File: src/rtl/accumulator_control_unit.sv
// Fetch/decode/execute sequencer for the accumulator processor.
// Drives PC/IR/ACC enables, ALU select and memory strobes. A wait counter
// bounds every memory handshake and forces FAULT when it runs out.
//
// Handshake: a memory strobe (mem_read or mem_write) is held high until the
// cycle in which mem_ready=1. That cycle completes the transfer, and the
// accompanying load pulses appear in the same cycle. If mem_ready is still 0
// when wait_cnt equals MEM_TIMEOUT, the FSM moves to FAULT. A mem_ready in
// that last cycle still counts as a completed transfer.
module accumulator_control_unit #(
    parameter int OPCODE_W    = 4,
    parameter int OPERAND_W   = 4,
    parameter int MEM_TIMEOUT = 15
) (
    input  logic                          clock,
    input  logic                          reset,
    input  logic [OPCODE_W+OPERAND_W-1:0] instr,
    input  logic                          acc_zero,
    input  logic                          acc_neg,
    input  logic                          mem_ready,
    output logic                          pc_inc,
    output logic                          pc_load,
    output logic                          ir_load,
    output logic                          acc_load,
    output logic                          acc_src,
    output logic [1:0]                    alu_op,
    output logic                          addr_sel,
    output logic                          mem_read,
    output logic                          mem_write,
    output logic                          halted,
    output logic                          fault,
    output logic [2:0]                    state_dbg
);

    typedef enum logic [2:0] {
        S_IDLE   = 3'd0,
        S_FETCH  = 3'd1,
        S_DECODE = 3'd2,
        S_EXEC   = 3'd3,
        S_MEM    = 3'd4,
        S_HALT   = 3'd5,
        S_FAULT  = 3'd6
    } state_t;

    localparam logic [OPCODE_W-1:0] OP_NOP   = OPCODE_W'(0);
    localparam logic [OPCODE_W-1:0] OP_LOAD  = OPCODE_W'(1);
    localparam logic [OPCODE_W-1:0] OP_STORE = OPCODE_W'(2);
    localparam logic [OPCODE_W-1:0] OP_ADD   = OPCODE_W'(3);
    localparam logic [OPCODE_W-1:0] OP_SUB   = OPCODE_W'(4);
    localparam logic [OPCODE_W-1:0] OP_AND   = OPCODE_W'(5);
    localparam logic [OPCODE_W-1:0] OP_JMP   = OPCODE_W'(6);
    localparam logic [OPCODE_W-1:0] OP_JZ    = OPCODE_W'(7);
    localparam logic [OPCODE_W-1:0] OP_JN    = OPCODE_W'(8);
    localparam logic [OPCODE_W-1:0] OP_HLT   = OPCODE_W'(15);

    state_t                r_state;
    state_t                w_next;
    logic [7:0]            r_wait_cnt;
    logic [OPCODE_W-1:0]   r_opcode;
    logic [OPCODE_W-1:0]   w_opcode;
    logic                  w_timeout;
    logic                  w_unused;

    // The operand field is routed to PC/address muxes in the datapath, not here.
    assign w_unused  = &{1'b0, instr[OPERAND_W-1:0]};
    assign w_opcode  = instr[OPCODE_W+OPERAND_W-1:OPERAND_W];
    assign w_timeout = (r_wait_cnt == 8'(MEM_TIMEOUT));
    assign state_dbg = r_state;

    // State register with synchronous reset.
    always_ff @(posedge clock) begin
        if (reset) r_state <= S_IDLE;
        else       r_state <= w_next;
    end

    // Keep the decoded opcode so MEM/EXEC do not depend on instr after DECODE.
    always_ff @(posedge clock) begin
        if (reset)                  r_opcode <= OP_NOP;
        else if (r_state == S_DECODE) r_opcode <= w_opcode;
    end

    // Wait counter: cleared on any state change, counts stalled handshake cycles.
    always_ff @(posedge clock) begin
        if (reset)
            r_wait_cnt <= 8'd0;
        else if (w_next != r_state)
            r_wait_cnt <= 8'd0;
        else if (!mem_ready && (r_state == S_FETCH || r_state == S_MEM))
            r_wait_cnt <= r_wait_cnt + 8'd1;
    end

    // Next-state and output decode from the current state (plus mem_ready).
    always_comb begin
        w_next    = r_state;
        pc_inc    = 1'b0;
        pc_load   = 1'b0;
        ir_load   = 1'b0;
        acc_load  = 1'b0;
        acc_src   = 1'b0;
        alu_op    = 2'b00;
        addr_sel  = 1'b0;
        mem_read  = 1'b0;
        mem_write = 1'b0;
        halted    = 1'b0;
        fault     = 1'b0;
        case (r_state)
            S_IDLE: w_next = S_FETCH;
            S_FETCH: begin
                mem_read = 1'b1;
                if (mem_ready) begin
                    ir_load = 1'b1;
                    pc_inc  = 1'b1;
                    w_next  = S_DECODE;
                end else if (w_timeout) begin
                    w_next = S_FAULT;
                end
            end
            S_DECODE: begin
                case (w_opcode)
                    OP_NOP:                  w_next = S_FETCH;
                    OP_LOAD, OP_STORE,
                    OP_ADD, OP_SUB, OP_AND:  w_next = S_MEM;
                    OP_JMP, OP_JZ, OP_JN:    w_next = S_EXEC;
                    OP_HLT:                  w_next = S_HALT;
                    default:                 w_next = S_FAULT;
                endcase
            end
            S_MEM: begin
                addr_sel = 1'b1;
                if (r_opcode == OP_STORE) mem_write = 1'b1;
                else                      mem_read  = 1'b1;
                if (mem_ready) begin
                    w_next = S_FETCH;
                    if (r_opcode != OP_STORE) acc_load = 1'b1;
                    case (r_opcode)
                        OP_ADD: begin acc_src = 1'b1; alu_op = 2'b00; end
                        OP_SUB: begin acc_src = 1'b1; alu_op = 2'b01; end
                        OP_AND: begin acc_src = 1'b1; alu_op = 2'b10; end
                        default: ;
                    endcase
                end else if (w_timeout) begin
                    w_next = S_FAULT;
                end
            end
            S_EXEC: begin
                w_next = S_FETCH;
                case (r_opcode)
                    OP_JMP:  pc_load = 1'b1;
                    OP_JZ:   pc_load = acc_zero;
                    OP_JN:   pc_load = acc_neg;
                    default: ;
                endcase
            end
            S_HALT:  halted = 1'b1;
            S_FAULT: begin
                halted = 1'b1;
                fault  = 1'b1;
            end
            default: w_next = S_IDLE;
        endcase
    end

endmodule

File: config.mk
export PLATFORM = sky130hd
export DESIGN_NAME = accumulator_control_unit
export DESIGN_NICKNAME = d
export VERILOG_FILES = /design/src/rtl/accumulator_control_unit.sv
export SDC_FILE = /design/constraint.sdc
export NUM_CORES = 1
export LEC_CHECK = 0
export CORE_UTILIZATION = 26
export CTS_CLUSTER_SIZE = 8
export DETAILED_ROUTE_END_ITERATION = 16
export GPL_ROUTABILITY_DRIVEN = 0
export PLACE_DENSITY_LB_ADDON = 0.15
export SETUP_SLACK_MARGIN = 0.2
export SYNTH_ARGS = -nofsm -noshare
export SYNTH_HDL_FRONTEND = slang
export SYNTH_SLANG_ARGS = --single-unit
File: constraint.sdc
create_clock -name clock -period 1.8 [get_ports clock]
set_input_delay 0.27 -clock clock [delete_from_list [all_inputs] [get_ports clock]]
set_output_delay 0.27 -clock clock [all_outputs]
set_load 0.01 [all_outputs]
Word-level counts from Yosys, hierarchy flattened
Memory sizes are Yosys's and may differ from the RTL's.
Index checks and enable logic that the tools add are counted.
{"block": "classes", "n_reduce_logical": 8, "addsub": 1, "n_eq_ne": 16, "n_mux": 24}
{"operator": "4-bit by 3-bit == test with 1-bit output (second input constant)", "n": 4}
{"operator": "1-bit 2-to-1 mux", "n": 15}
{"operator": "3-bit one-hot mux with 5 select lines", "n": 1}
{"operator": "3-bit == test (second input constant)", "n": 3}
{"operator": "3-bit 2-to-1 mux", "n": 3}
{"operator": "8-bit by 1-bit adder with 8-bit output (second input constant)", "n": 1}
{"operator": "4-bit by 2-bit == test with 1-bit output (second input constant)", "n": 2}
{"operator": "8-bit by 4-bit == test with 1-bit output (second input constant)", "n": 1}
{"operator": "3-bit by 2-bit == test with 1-bit output (second input constant)", "n": 2}
{"operator": "2-bit OR reduction", "n": 3}
{"operator": "4-bit == test (second input constant)", "n": 1}
{"operator": "2-bit 2-to-1 mux", "n": 2}
{"operator": "4-bit by 2-bit inequality test with 1-bit output (second input constant)", "n": 1}
{"operator": "2-bit one-hot mux with 2 select lines", "n": 1}
{"operator": "3-bit by 1-bit == test with 1-bit output (second input constant)", "n": 1}
{"operator": "3-bit zero test", "n": 1}
{"operator": "3-bit inequality test", "n": 1}
{"operator": "1-bit one-hot mux with 3 select lines", "n": 1}
{"operator": "3-bit OR reduction", "n": 1}
{"operator": "1-bit one-hot mux with 2 select lines", "n": 1}
{"operator": "1-bit logical AND", "n": 1}
{"operator": "1-bit zero test", "n": 1}
{"operator": "1-bit logical OR", "n": 1}
{"block": "totals", "elab_cells": 53, "memories": 1, "in_bits": 13, "register_bits": 15, "mem_bits_ro": 48}
{"name": "(no name shown)", "words": 16, "word_bits": 3, "rd": 1, "rd_ports_with_merged_regs": 0, "write_ports": 0, "line_no": "119", "text": "case (w_opcode)"}

Logic depth before layout (Yosys ltp)
Gate-level depths: netlist of the first run.
{"block": "depth", "ltp_word": 6, "mapped_depth": 6, "depth_no_buf": 5}

Worst setup path before layout of the first run
No wires, ideal clock.
{"block": "synth_timing", "kind": "reg-to-output", "startpoint": "register r_state[0] (netlist: state_dbg[0])", "endpoint": "output port alu_op[0]", "t_required_ns": 1.530, "stages_incl_launch_ff": 5, "setup_slack_ns": 0.167, "arrival_time_ns": 1.363, "path_cell_list": "dfxtp_1 > buf_6 > nand2b_1 > or4_1 > nor2_1"}
{"block": "synth_via", "elab_chain_cells": 2}
{"item": "start, declared", "line_no": "56", "text": "state_t r_state;"}
{"item": "start signal, assigned", "line_no": "73", "text": "else r_state <= w_next;"}
{"item": "3-bit == test", "line_no": "106", "text": "case (r_state)"}
{"item": "2-bit 2-to-1 mux", "line_no": "106"}
{"item": "end, declared", "line_no": "26", "text": "output logic [1:0] alu_op,"}
Every way passes these cells.

Worst setup path after layout of the first run
Ends and elaborated chain as after synthesis.

==> results of run 1 <==
==> report_power, final <==
group,total (mW),switching (mW),internal [mW]
registers,0.349,0.00831,0.341
logic,0.430,0.197,0.233
clock network,0.271,0.115,0.157
total,1.05,0.320,0.731
==> synthesized netlist by cell type, types with 2 or more instances <==
library cell,count
sky130_fd_sc_hd__inv_1,5
sky130_fd_sc_hd__nand2_1,9
sky130_fd_sc_hd__nand4_1,5
sky130_fd_sc_hd__nand2b_1,5
sky130_fd_sc_hd__a211oi_2,2
sky130_fd_sc_hd__a311o_1,2
sky130_fd_sc_hd__and3_1,2
sky130_fd_sc_hd__o21ai_0,5
sky130_fd_sc_hd__buf_6,4
sky130_fd_sc_hd__or2_2,2
sky130_fd_sc_hd__nor4_1,8
sky130_fd_sc_hd__nor2b_1,4
sky130_fd_sc_hd__nor2_1,12
sky130_fd_sc_hd__and4_1,2
sky130_fd_sc_hd__nand3_1,4
sky130_fd_sc_hd__dfxtp_1,15
sky130_fd_sc_hd__nor3_1,3
sky130_fd_sc_hd__a21oi_1,8
sky130_fd_sc_hd__xor2_1,8
==> through the flow <==
step	utilization [%]	instances	hold WS (ps)	power, mW
2_1_floorplan	-	130	406.0	0.5092
3_3_place_gp	37.92	220	491.4	0.6177
3_5_place_dp	37.92	220	498.4	0.6229
4_1_cts	46.61	241	470.6	0.9883
5_1_grt	52.05	250	504.5	1.112
6_report	52.05	250	480.1	1.051
==> placed cells by master (no fill, tap or decap), types with 5 or more instances in the layout <==
cell type / count
sky130_fd_sc_hd__a21oi_1: 6
sky130_fd_sc_hd__buf_4: 27
sky130_fd_sc_hd__buf_6: 23
sky130_fd_sc_hd__dfxtp_1: 8
sky130_fd_sc_hd__dfxtp_2: 5
sky130_fd_sc_hd__dlygate4sd2_1: 6
sky130_fd_sc_hd__inv_1: 5
sky130_fd_sc_hd__nand2_1: 7
sky130_fd_sc_hd__nand4_1: 5
sky130_fd_sc_hd__nor2_1: 7
sky130_fd_sc_hd__nor2_4: 5
sky130_fd_sc_hd__nor4_2: 6
sky130_fd_sc_hd__xor2_1: 7
==> critical path: stages (launching register included) <==
cell and delay, ps:
sky130_fd_sc_hd__dfxtp_2 320, sky130_fd_sc_hd__nand2b_4 130, sky130_fd_sc_hd__or4_4 550, sky130_fd_sc_hd__nor2_4 100, sky130_fd_sc_hd__buf_6 100
==> flip-flops by register name (all words and copies together) (netlist names) <==
signal	flops
r_wait_cnt	8
r_opcode	4
state_dbg	3
==> metal layers <==
metal  share of wire, %  wire length, um  GRT usage, %  up-vias
met3                2.4               89         2.911        6
met2                 53             1991         33.00       22
met1                 43             1589         18.74      618
met5                  0                0             0        -
met4                1.4               51         7.979        0
li1                   -                -             -      625
==> final cells by class <==
cell class	count	area [um^2]
clock buffers	4	45.04
fillers	390	1932
inverters	5	18.77
multi-input cells	104	960.9
flip-flops and latches	15	314.1
well taps	50	62.56
repair buffers	72	695.7
==> worst paths after layout <==
| check | to | depth (start not counted) |
|---|---|---|
| setup / recovery | alu_op[0] | 4 |
| hold / removal | r_opcode[1] | 3 |
| setup reg to reg | r_wait_cnt[2] | 8 |
| hold reg to reg | r_opcode[2] | 2 |
==> cell families after synthesis <==
logic type / Yosys count / synth area share [%]
multiplexers: 1 / 0.9102
AO/OA/AOI/OAI: 28 / 20.82
flip-flops: 15 / 27.30
adder cells (fa/ha/maj): 1 / 1.137
buffers and inverters: 11 / 6.826
XOR/XNOR: 9 / 8.874
AND/OR/NAND/NOR: 65 / 34.13
==> repair_timing <==
action	4_1_cts	5_1_grt
pin swaps	22	18
gates resized for setup	95	37
setup endpoints to repair	23	21
cloned	1	0
setup buffers	16	9
==> flow_summary.rst, run 1 <==
.. list-table::
   :header-rows: 1

   * - Metric
     - Value
   * - Result of the run
     - complete, no violations
   * - Startpoint type of the worst setup path
     - register
   * - Overflow left after global routing
     - 0
   * - DRT Wirelength
     - 3722 um
   * - Depth of the CTS H-tree
     - 1
   * - Async S/R FF share, synth
     - 0%
   * - Worst path setup slack after routing
     - 76.41 ps
   * - Per-instance average area after synthesis
     - 8.460 um^2
   * - Clock transition at path regs
     - 60 ps
   * - Nets@finish
     - ~220
   * - Startpoint of the tightest hold check path
     - instr[5]
   * - Number of instances in the synthesized netlist
     - 130
   * - Post-synth top area cell
     - sky130_fd_sc_hd__dfxtp_1
   * - Total power divided by cell area
     - 501.0 nW/um^2
   * - Clock sinks
     - 15
   * - Number of enable flip-flop cells after synthesis
     - 0
   * - Number of primary I/O pins
     - 28
   * - Net count of the mapped netlist
     - 144
   * - Number of max-slew violations in the final report
     - 0
   * - Die W
     - roughly 67 um
   * - Primary flip-flop cell chosen by synthesis mapping
     - sky130_fd_sc_hd__dfxtp_1
   * - Initial antenna violation count
     - 0
   * - Share of the synthesized area in the top cell type
     - roughly 27%
   * - Worst reg-to-reg setup slack
     - 110 ps
   * - Kind of capture point of the worst setup path
     - output pin
   * - Kind of critical path
     - register to output pin
   * - Average routed wire per standard cell
     - 14.89 um
   * - Cell area after synthesis
     - 1100 um^2
   * - Unrepaired setup endpoints after global routing
     - yes
   * - Final non-filler cell area
     - 2097 um^2
   * - Antenna diodes
     - 0
   * - Drt first-iter violations
     - 35
   * - Total iterations of the first detailed-routing run
     - 4
   * - TritonCTS clock tree
     - yes
   * - Proportion of layout cells with a drive suffix above 1
     - about 57%
   * - Core region area
     - a little over 4000 um^2
   * - Number of vias in the routed layout
     - 1,271
   * - Cell row count
     - 23
   * - Via count of the first global-routing pass
     - 1,281
   * - Required time reported for the critical path endpoint
     - 1530 ps
   * - Total die area
     - between 4000 and 5000 um^2
   * - Starting density of the core
     - between 20% and 30%
   * - Peak supply drop
     - 0.3221 mV
   * - Yosys reg bits
     - 15
   * - Number of setup violations in the final report
     - 0
   * - Number of hold-repair buffers added at the cts stage
     - 0
   * - Launching instance or port of the critical path
     - state_dbg[0]
   * - Distinct cell type count after synthesis
     - 44
   * - Hold Fails Final Rpt
     - 0
   * - Global-route total usage across every layer
     - about 18%
   * - Setup Slack @ Placement
     - -470.1 ps
   * - Sequential area share after synthesis
     - approximately 27%
   * - Max Buffers Root-to-Sink
     - 2
   * - Portion of the clock cycle consumed by the worst path in the final layout
     - between 90% and 100%
   * - Largest fanout on the critical path
     - 2
   * - Clock Skews
     - between 4 and 5 ps
   * - Maxcap violations
     - 0
   * - Area post-placement
     - 1528 um^2
   * - Count of synthesis-stage warnings from yosys
     - 0
   * - Cts bufs inserted
     - 3
   * - Pin count of the biggest net entering global routing
     - 11
   * - Min-delay worst type
     - input port to register
   * - Actual slew at the worst max-slew pin
     - ~460 ps
   * - TNS Setup
     - 0 ps
   * - Final critical path time including I/O delays and setup
     - 1724 ps
   * - Number of remaining DRC errors
     - 0
   * - Leakage power
     - 0.8325 nW
   * - Highest attainable clock frequency
     - 0.5802 GHz
   * - Via density
     - 5.084
   * - Arrival time of data at the critical path endpoint
     - 1450 ps
   * - Critical register-to-register path startpoint
     - state_dbg[2]
   * - Clock latency at the later pin of the worst-skew pair
     - 250 ps
   * - Headroom to the max-slew limit
     - 69.59%
   * - Port-buffer cells
     - 23
   * - Wire length of the first global-routing pass
     - 5775 um
   * - Area growth from synthesis to final layout
     - 90.67%
   * - Antenna viol nets, final
     - 0
   * - CTS root buffer
     - sky130_fd_sc_hd__clkbuf_8
   * - Y dimension of the die
     - 67.04 um
   * - Top area cells in the synthesized netlist
     - sky130_fd_sc_hd__dfxtp_1, sky130_fd_sc_hd__xor2_1, sky130_fd_sc_hd__nor4_1
   * - Detailed placer's ending HPWL
     - 2325 um
Note: power is estimated with default switching activity, not from simulation.
==> inputs of run 2 (changes only) <==
CORE_UTILIZATION = 44   (was 26)
==> flow_summary.rst, run 2 (synthesized netlist as in run 1, its figures left out) <==
.. list-table::
   :header-rows: 1

   * - Metric
     - Value
   * - Area growth from synthesis to final layout
     - 76.91%
   * - Sw frac
     - between 30% and 40%
   * - Final critical path time including I/O delays and setup
     - around 1800 ps
   * - Violated checks
     - negative setup slack
   * - Antenna diodes
     - 0
   * - Total iterations of the first detailed-routing run
     - 4
   * - Core region area
     - 2276 um^2
   * - Total power divided by cell area
     - 508.7 nW/um^2
   * - Via count of the first global-routing pass
     - 1,159
   * - Number of cells traversed by the worst hold path
     - 2
   * - Required time reported for the critical path endpoint
     - 1530 ps
   * - Overflow left after global routing
     - 0
   * - Cell count after placement
     - slightly below 200
   * - Series of cell instances along the critical path
     - nand2b_4 > or4_4 > nor2_4 > buf_6
   * - TritonCTS clock tree
     - yes
   * - Peak supply drop
     - between 0.5 and 0.6 mV
   * - Hold Fails Final Rpt
     - 0
   * - Leakage power
     - 0.7733 nW
   * - Antenna viol nets, final
     - 0
   * - Portion of the clock cycle consumed by the worst path in the final layout
     - 101.4%
   * - Maxcap violations
     - 0
   * - Kind of capture point of the worst setup path
     - output pin
   * - Number of remaining DRC errors
     - 0
   * - Number of primary I/O pins
     - 28
   * - Leading cell type in the layout, fill and taps excluded
     - sky130_fd_sc_hd__buf_4
   * - Number of flip-flops under the largest register name
     - 8
   * - Final non-filler cell area
     - slightly below 2000 um^2
   * - Sequential power share
     - about 36%
   * - Number of setup violations in the final report
     - 2
   * - Global-route total usage across every layer
     - 26.15%
   * - FF-to-FF End
     - r_wait_cnt[1]
   * - Most frequent cells in the layout
     - sky130_fd_sc_hd__buf_4, sky130_fd_sc_hd__buf_6, sky130_fd_sc_hd__xor2_1, sky130_fd_sc_hd__nand2_1, sky130_fd_sc_hd__dfxtp_1
   * - Area post-placement
     - 1478 um^2
   * - Cell type of the slowest stage on the worst timing path
     - sky130_fd_sc_hd__or4_4
   * - Clock Skews
     - between 1.5 and 2 ps
   * - Critical register-to-register path startpoint
     - state_dbg[0]
   * - Number of max-slew violations in the final report
     - 0
   * - Filler cell count
     - 126
   * - Number of vias in the routed layout
     - 1,367
   * - CTS root buffer
     - sky130_fd_sc_hd__clkbuf_4
   * - Clock transition at path regs
     - 100 ps
   * - Port-buffer cells
     - 23
   * - Top register by number of flip-flops
     - r_wait_cnt
   * - Detailed placer's ending HPWL
     - approximately 2100 um
   * - Actual slew at the worst max-slew pin
     - ~440 ps
   * - Number of hold-repair buffers added at the cts stage
     - 0
   * - Total area of sequential cells
     - 311.5 um^2
   * - Cell row count
     - 17
   * - Kind of critical path
     - register to output pin
   * - Arrival time of data at the critical path endpoint
     - between 1500 and 2000 ps
   * - Worst R2R Path Depth
     - 7
   * - Startpoint of the tightest hold check path
     - r_opcode[2]
   * - Clock latency at the later pin of the worst-skew pair
     - 300 ps
   * - DRT Wirelength
     - between 4000 and 5000 um
   * - Starting density of the core
     - 48.32%
   * - Share of total power in the clock network
     - 21.6%
   * - Highest attainable clock frequency
     - 0.5479 GHz
   * - Max Buffers Root-to-Sink
     - 2
   * - GRT busiest layer
     - met2
   * - Die W
     - 52.00 um
   * - Startpoint type of the worst setup path
     - register
   * - Result of the run
     - finished, violations left
   * - Unrepaired setup endpoints after global routing
     - yes
   * - Worst path setup slack after routing
     - -25.19 ps
   * - Drt first-iter violations
     - 50
   * - Largest fanout on the critical path
     - 2
   * - Worst reg-to-reg setup slack
     - 80 ps
   * - Met2 Resource Use GR
     - slightly below 50%
   * - Met3 demand-to-capacity share in global routing
     - 2.632%
   * - Multi-input gate area
     - roughly 960 um^2
   * - Min-delay worst type
     - register to register
   * - Endpoint, Worst Hold
     - r_opcode[2]
   * - Power share of the combinational group
     - 42.9%
   * - Biggest cell delay along the critical path
     - around 550 ps
   * - Wire length of the first global-routing pass
     - 5126 um
   * - Average routed wire per standard cell
     - about 20 um
   * - Proportion of layout cells with a drive suffix above 1
     - 55.21%
   * - Clock sinks
     - 15
   * - Nets@finish
     - 207
   * - Total die area
     - ~2700 um^2
   * - Initial antenna violation count
     - 0
   * - Headroom to the max-slew limit
     - 70.34%
   * - Fraction of met1 tracks used by global routing
     - 28.60%
   * - Total internal power
     - roughly 0.64 mW
   * - Net load switching power
     - 0.3514 mW
   * - Pin count of the biggest net entering global routing
     - 19
   * - Final std cells w/o fill
     - 220
   * - Depth of the CTS H-tree
     - 1
   * - Cts bufs inserted
     - 3
   * - Via density
     - 6.214
   * - Y dimension of the die
     - 52.00 um
## run 2: changes by cell type in the layout (fill, tap and decap cells not counted), sizes merged
| cell | previous run | this run |
|---|---|---|
| clkbuf | 5 | 4 |
| clkdlybuf4s50 | 4 | 7 |
| clkdlybuf4s15 | 2 | 0 |
| dlygate4sd2 | 6 | 4 |
| buf | 58 | 52 |
| clkinv | 0 | 1 |
| dlymetal6s2s | 1 | 0 |
## run 2: cell type report
class                      count  share of cell area [%]
clock buffer                   3                   1.158
clock inverter                 1                  0.2572
inverter                       5                  0.9646
multi-input combinational    104                   49.20
sequential                    15                   16.01
tap                           28                   1.801
timing repair buffer          64                   30.61
## run 2: worst max-delay path, delay by kind of cell, from the launching register on
family	cells	cell delay, ps
buf+inv	1	110
simple gates	3	800
flops	1	340
## run 2: what timing repair did
item,4_1_cts,5_1_grt
setup buffers,8,12
setup endpoints to repair,23,19
gates resized for setup,99,25
cloned,0,1
hold endpoints to repair,0,0
pin swaps,14,15
## run 2: power groups by stage
stage	registers (mW)	logic [mW]	clock network [mW]
after detailed placement	0.354	0.258	0
after CTS	0.350	0.326	0.209
after floorplan	0.361	0.148	0
after global routing	0.352	0.439	0.235
final	0.351	0.424	0.214
after global placement	0.353	0.253	0
## run 2: worst max-delay path by stage
stage	from	endpoint	slack [ps]	cells past startpoint
after floorplan	state_dbg[0]	acc_src	200	3
after global placement	mem_ready	alu_op[0]	-500	5
after detailed placement	mem_ready	alu_op[0]	-540	5
after CTS	state_dbg[1]	alu_op[0]	-20	4
after global routing	state_dbg[1]	alu_op[0]	-60	4
final	state_dbg[1]	alu_op[0]	-30	4
## run 2: stage by stage
stage / hold WS [ps] / setup slack, ps / TNS (ps) / power, mW / utilization, %
final: 558.7 / -25.19 / -41.90 / 0.9898 / 85.49
after global placement: 498.8 / -500.2 / -2155 / 0.6064 / 64.93
after floorplan: 406.0 / 202.3 / 0 / 0.5092 / -
after CTS: 542.5 / -16.35 / -17.08 / 0.8851 / 74.66
after detailed placement: 509.2 / -541.0 / -2638 / 0.6119 / 64.93
after global routing: 585.6 / -57.98 / -137.0 / 1.027 / 85.49
## run 2: routing by layer
layer,share of wire (%),wire length (um)
met4,4.3,193
met5,0,0
met1,37,1671
met2,51,2289
met3,7.3,329
==> inputs of run 3 (changes only) <==
CAP_MARGIN = 20   (was unset)
CORE_UTILIZATION = 43   (was 44)
clock period = 1.65 ns   (was 1.8 ns; I/O delays follow)
==> flow_summary.rst, run 3 (synthesized netlist as in run 1, its figures left out) <==
.. list-table::
   :header-rows: 1

   * - Metric
     - Value
   * - Result of the run
     - finished, violations left
   * - Violated checks
     - negative setup slack
   * - Portion of the clock cycle consumed by the worst path in the final layout
     - 116.4%
   * - Kind of capture point of the worst setup path
     - output pin
   * - Hold Fails Final Rpt
     - 0
   * - Average routed wire per standard cell
     - 25.77 um
   * - Worst path setup slack after routing
     - -269.9 ps
   * - Power share of the combinational group
     - 46.8%
   * - Number of setup violations in the final report
     - 18
   * - Core region area
     - ~2300 um^2
   * - Cts bufs inserted
     - 3
   * - Sw frac
     - 37.37%
   * - Initial antenna violation count
     - 0
   * - Sequential power share
     - 32.7%
   * - Share of total power in the clock network
     - between 20 and 25%
   * - Total area of sequential cells
     - 311.5 um^2
   * - Headroom to the max-slew limit
     - 64.40%
   * - Area growth from synthesis to final layout
     - 102.7%
   * - Via density
     - slightly below 7
   * - Kind of critical path
     - register to output pin
   * - DRT Wirelength
     - 6133 um
   * - Worst path bufs/invs
     - 3
   * - CTS root buffer
     - sky130_fd_sc_hd__clkbuf_4
   * - Number of cells traversed by the worst hold path
     - 2
   * - Clock transition at path regs
     - 100 ps
   * - Detailed placer's ending HPWL
     - 2028 um
   * - Total power divided by cell area
     - 529.9 nW/um^2
   * - Number of remaining DRC errors
     - 0
   * - Highest attainable clock frequency
     - 0.5209 GHz
   * - Max Buffers Root-to-Sink
     - 2
   * - TritonCTS clock tree
     - yes
   * - Top register by number of flip-flops
     - r_wait_cnt
   * - Most frequent cells in the layout
     - sky130_fd_sc_hd__buf_6, sky130_fd_sc_hd__buf_4, sky130_fd_sc_hd__dfxtp_1
   * - Unrepaired setup endpoints after global routing
     - yes
   * - Nets@finish
     - ~230
   * - Biggest cell delay along the critical path
     - ~370 ps
   * - Series of cell instances along the critical path
     - buf_6 > buf_6 > nor2b_4 > a32oi_1 > o21ai_1 > and3_1 > buf_2
   * - Total iterations of the first detailed-routing run
     - 5
   * - Startpoint of the tightest hold check path
     - r_opcode[2]
   * - Filler cell count
     - 50
   * - FF-to-FF End
     - r_wait_cnt[3]
   * - Worst-case hold slack
     - 523.3 ps
   * - Total die area
     - 2764 um^2
   * - Final Total Pwr
     - 1.181 mW
   * - Critical register-to-register path startpoint
     - state_dbg[2]
   * - Cell row count
     - 17
   * - Most prevalent standard cell on the critical path
     - sky130_fd_sc_hd__buf_6
   * - Worst R2R Path Depth
     - 8
   * - Die W
     - 52.58 um
   * - Cell type of the slowest stage on the worst timing path
     - sky130_fd_sc_hd__dfxtp_2
   * - Final critical path time including I/O delays and setup
     - 1920 ps
   * - Pin count of the biggest net entering global routing
     - 13
   * - Actual slew at the worst max-slew pin
     - about 530 ps
   * - Endpoint, Worst Hold
     - r_opcode[2]
   * - Y dimension of the die
     - 52.58 um
   * - Clock Skews
     - ~7.5 ps
   * - Clock latency at the later pin of the worst-skew pair
     - roughly 310 ps
   * - Port-buffer cells
     - 23
   * - Antenna viol nets, final
     - 0
   * - Maxcap violations
     - 0
   * - Final std cells w/o fill
     - 238
   * - Largest fanout on the critical path
     - 4
   * - Peak supply drop
     - 0.5530 mV
   * - Total internal power
     - 0.7399 mW
   * - Number of primary I/O pins
     - 28
   * - Cell family with the largest share of critical-path delay
     - simple AND/OR/NAND/NOR gates
   * - Multi-input gate area
     - 1046 um^2
   * - Cell count after placement
     - 198
   * - Leakage power
     - 0.8797 nW
   * - Net load switching power
     - 0.4415 mW
   * - Arrival time of data at the critical path endpoint
     - 1670 ps
   * - Depth of the CTS H-tree
     - 1
   * - Global-route total usage across every layer
     - a little over a third
   * - Antenna diodes
     - 0
   * - Starting density of the core
     - 47.44%
   * - Clock sinks
     - 15
   * - Required time reported for the critical path endpoint
     - 1400 ps
   * - Number of flip-flops under the largest register name
     - 8
   * - Startpoint type of the worst setup path
     - register
   * - Wire length of the first global-routing pass
     - between 6000 and 7000 um
   * - Overflow left after global routing
     - 0
   * - Proportion of layout cells with a drive suffix above 1
     - roughly two thirds
   * - Number of vias in the routed layout
     - 1,624
   * - Drt first-iter violations
     - 110
   * - Number of hold-repair buffers added at the cts stage
     - 0
   * - Min-delay worst type
     - register to register
   * - Via count of the first global-routing pass
     - 1,419
   * - Number of max-slew violations in the final report
     - 0
   * - Worst reg-to-reg setup slack
     - -100 ps
## run 3: cell types whose count changed in the layout (fill, tap and decap cells not counted), moves of 3 or more
| cell | delta |
|---|---|
| sky130_fd_sc_hd__nand2_1 | -4 |
| sky130_fd_sc_hd__a21oi_2 | +3 |
| sky130_fd_sc_hd__buf_4 | +5 |
| sky130_fd_sc_hd__buf_6 | +15 |
| sky130_fd_sc_hd__a21oi_1 | -3 |
| sky130_fd_sc_hd__nand2_2 | +5 |
| sky130_fd_sc_hd__nor2_1 | -3 |
## run 3: worst max path at each step
stage          cells past startpoint   endpoint         start
2_1_floorplan                      4  alu_op[0]  state_dbg[0]
3_3_place_gp                       5  alu_op[0]     mem_ready
3_5_place_dp                       5  alu_op[0]     mem_ready
4_1_cts                            4  alu_op[1]   r_opcode[1]
5_1_grt                            7    pc_load   r_opcode[1]
6_report                           7    pc_load   r_opcode[1]
## run 3: area by class of cell
cell class                 instances  area share (%)
clock buffer                       3           1.010
clock inverter                     1          0.2245
inverter                           5          0.8418
multi-input combinational        104           46.91
sequential                        15           13.97
tap                               28           1.571
timing repair buffer              82           35.47
## run 3: repair_timing
item                                    4_1_cts  5_1_grt
pin swaps                                    27       25
endpoints found under the setup margin       25       29
setup buffers                                27        8
gates cloned                                  1        0
gates resized for setup                     113       48
## run 3: layer usage
metal | track usage, % | share of wire, % | vias to the layer above
li1 | - | - | 640
met1 | 39.75 | 35 | 740
met5 | 0 | 0 | -
met3 | 7.536 | 11 | 62
met4 | 19.74 | 6.6 | 0
met2 | 58.86 | 47 | 182
## run 3: tightest hold or removal path: stages, from the launching register on
cell	delay, ps
sky130_fd_sc_hd__dfxtp_2	370
sky130_fd_sc_hd__o21ai_2	70
sky130_fd_sc_hd__a21oi_2	50
## run 3: power by group through the flow
stage               Combinational (mW)  Clock [mW]  Sequential, mW
floorplan                        0.169           0           0.394
global placement                 0.282           0           0.387
detailed placement               0.290           0           0.387
CTS                              0.420       0.213           0.382
global route                     0.574       0.261           0.388
finish                           0.553       0.242           0.386
## run 3: metrics by stage
| step | cell area (um^2) | setup WS [ps] | TNS (ps) | util (%) |
|---|---|---|---|---|
| 3_5_place_dp | 1528 | -593.9 | -4731 | 65.89 |
| 5_1_grt | 2230 | -364.7 | -2950 | 96.17 |
| 3_3_place_gp | 1528 | -585.6 | -3923 | 65.89 |
| 2_1_floorplan | 1146 | 183.9 | 0 | - |
| 6_report | 2230 | -269.9 | -1856 | 96.17 |
| 4_1_cts | 1952 | -112.6 | -412.1 | 84.19 |
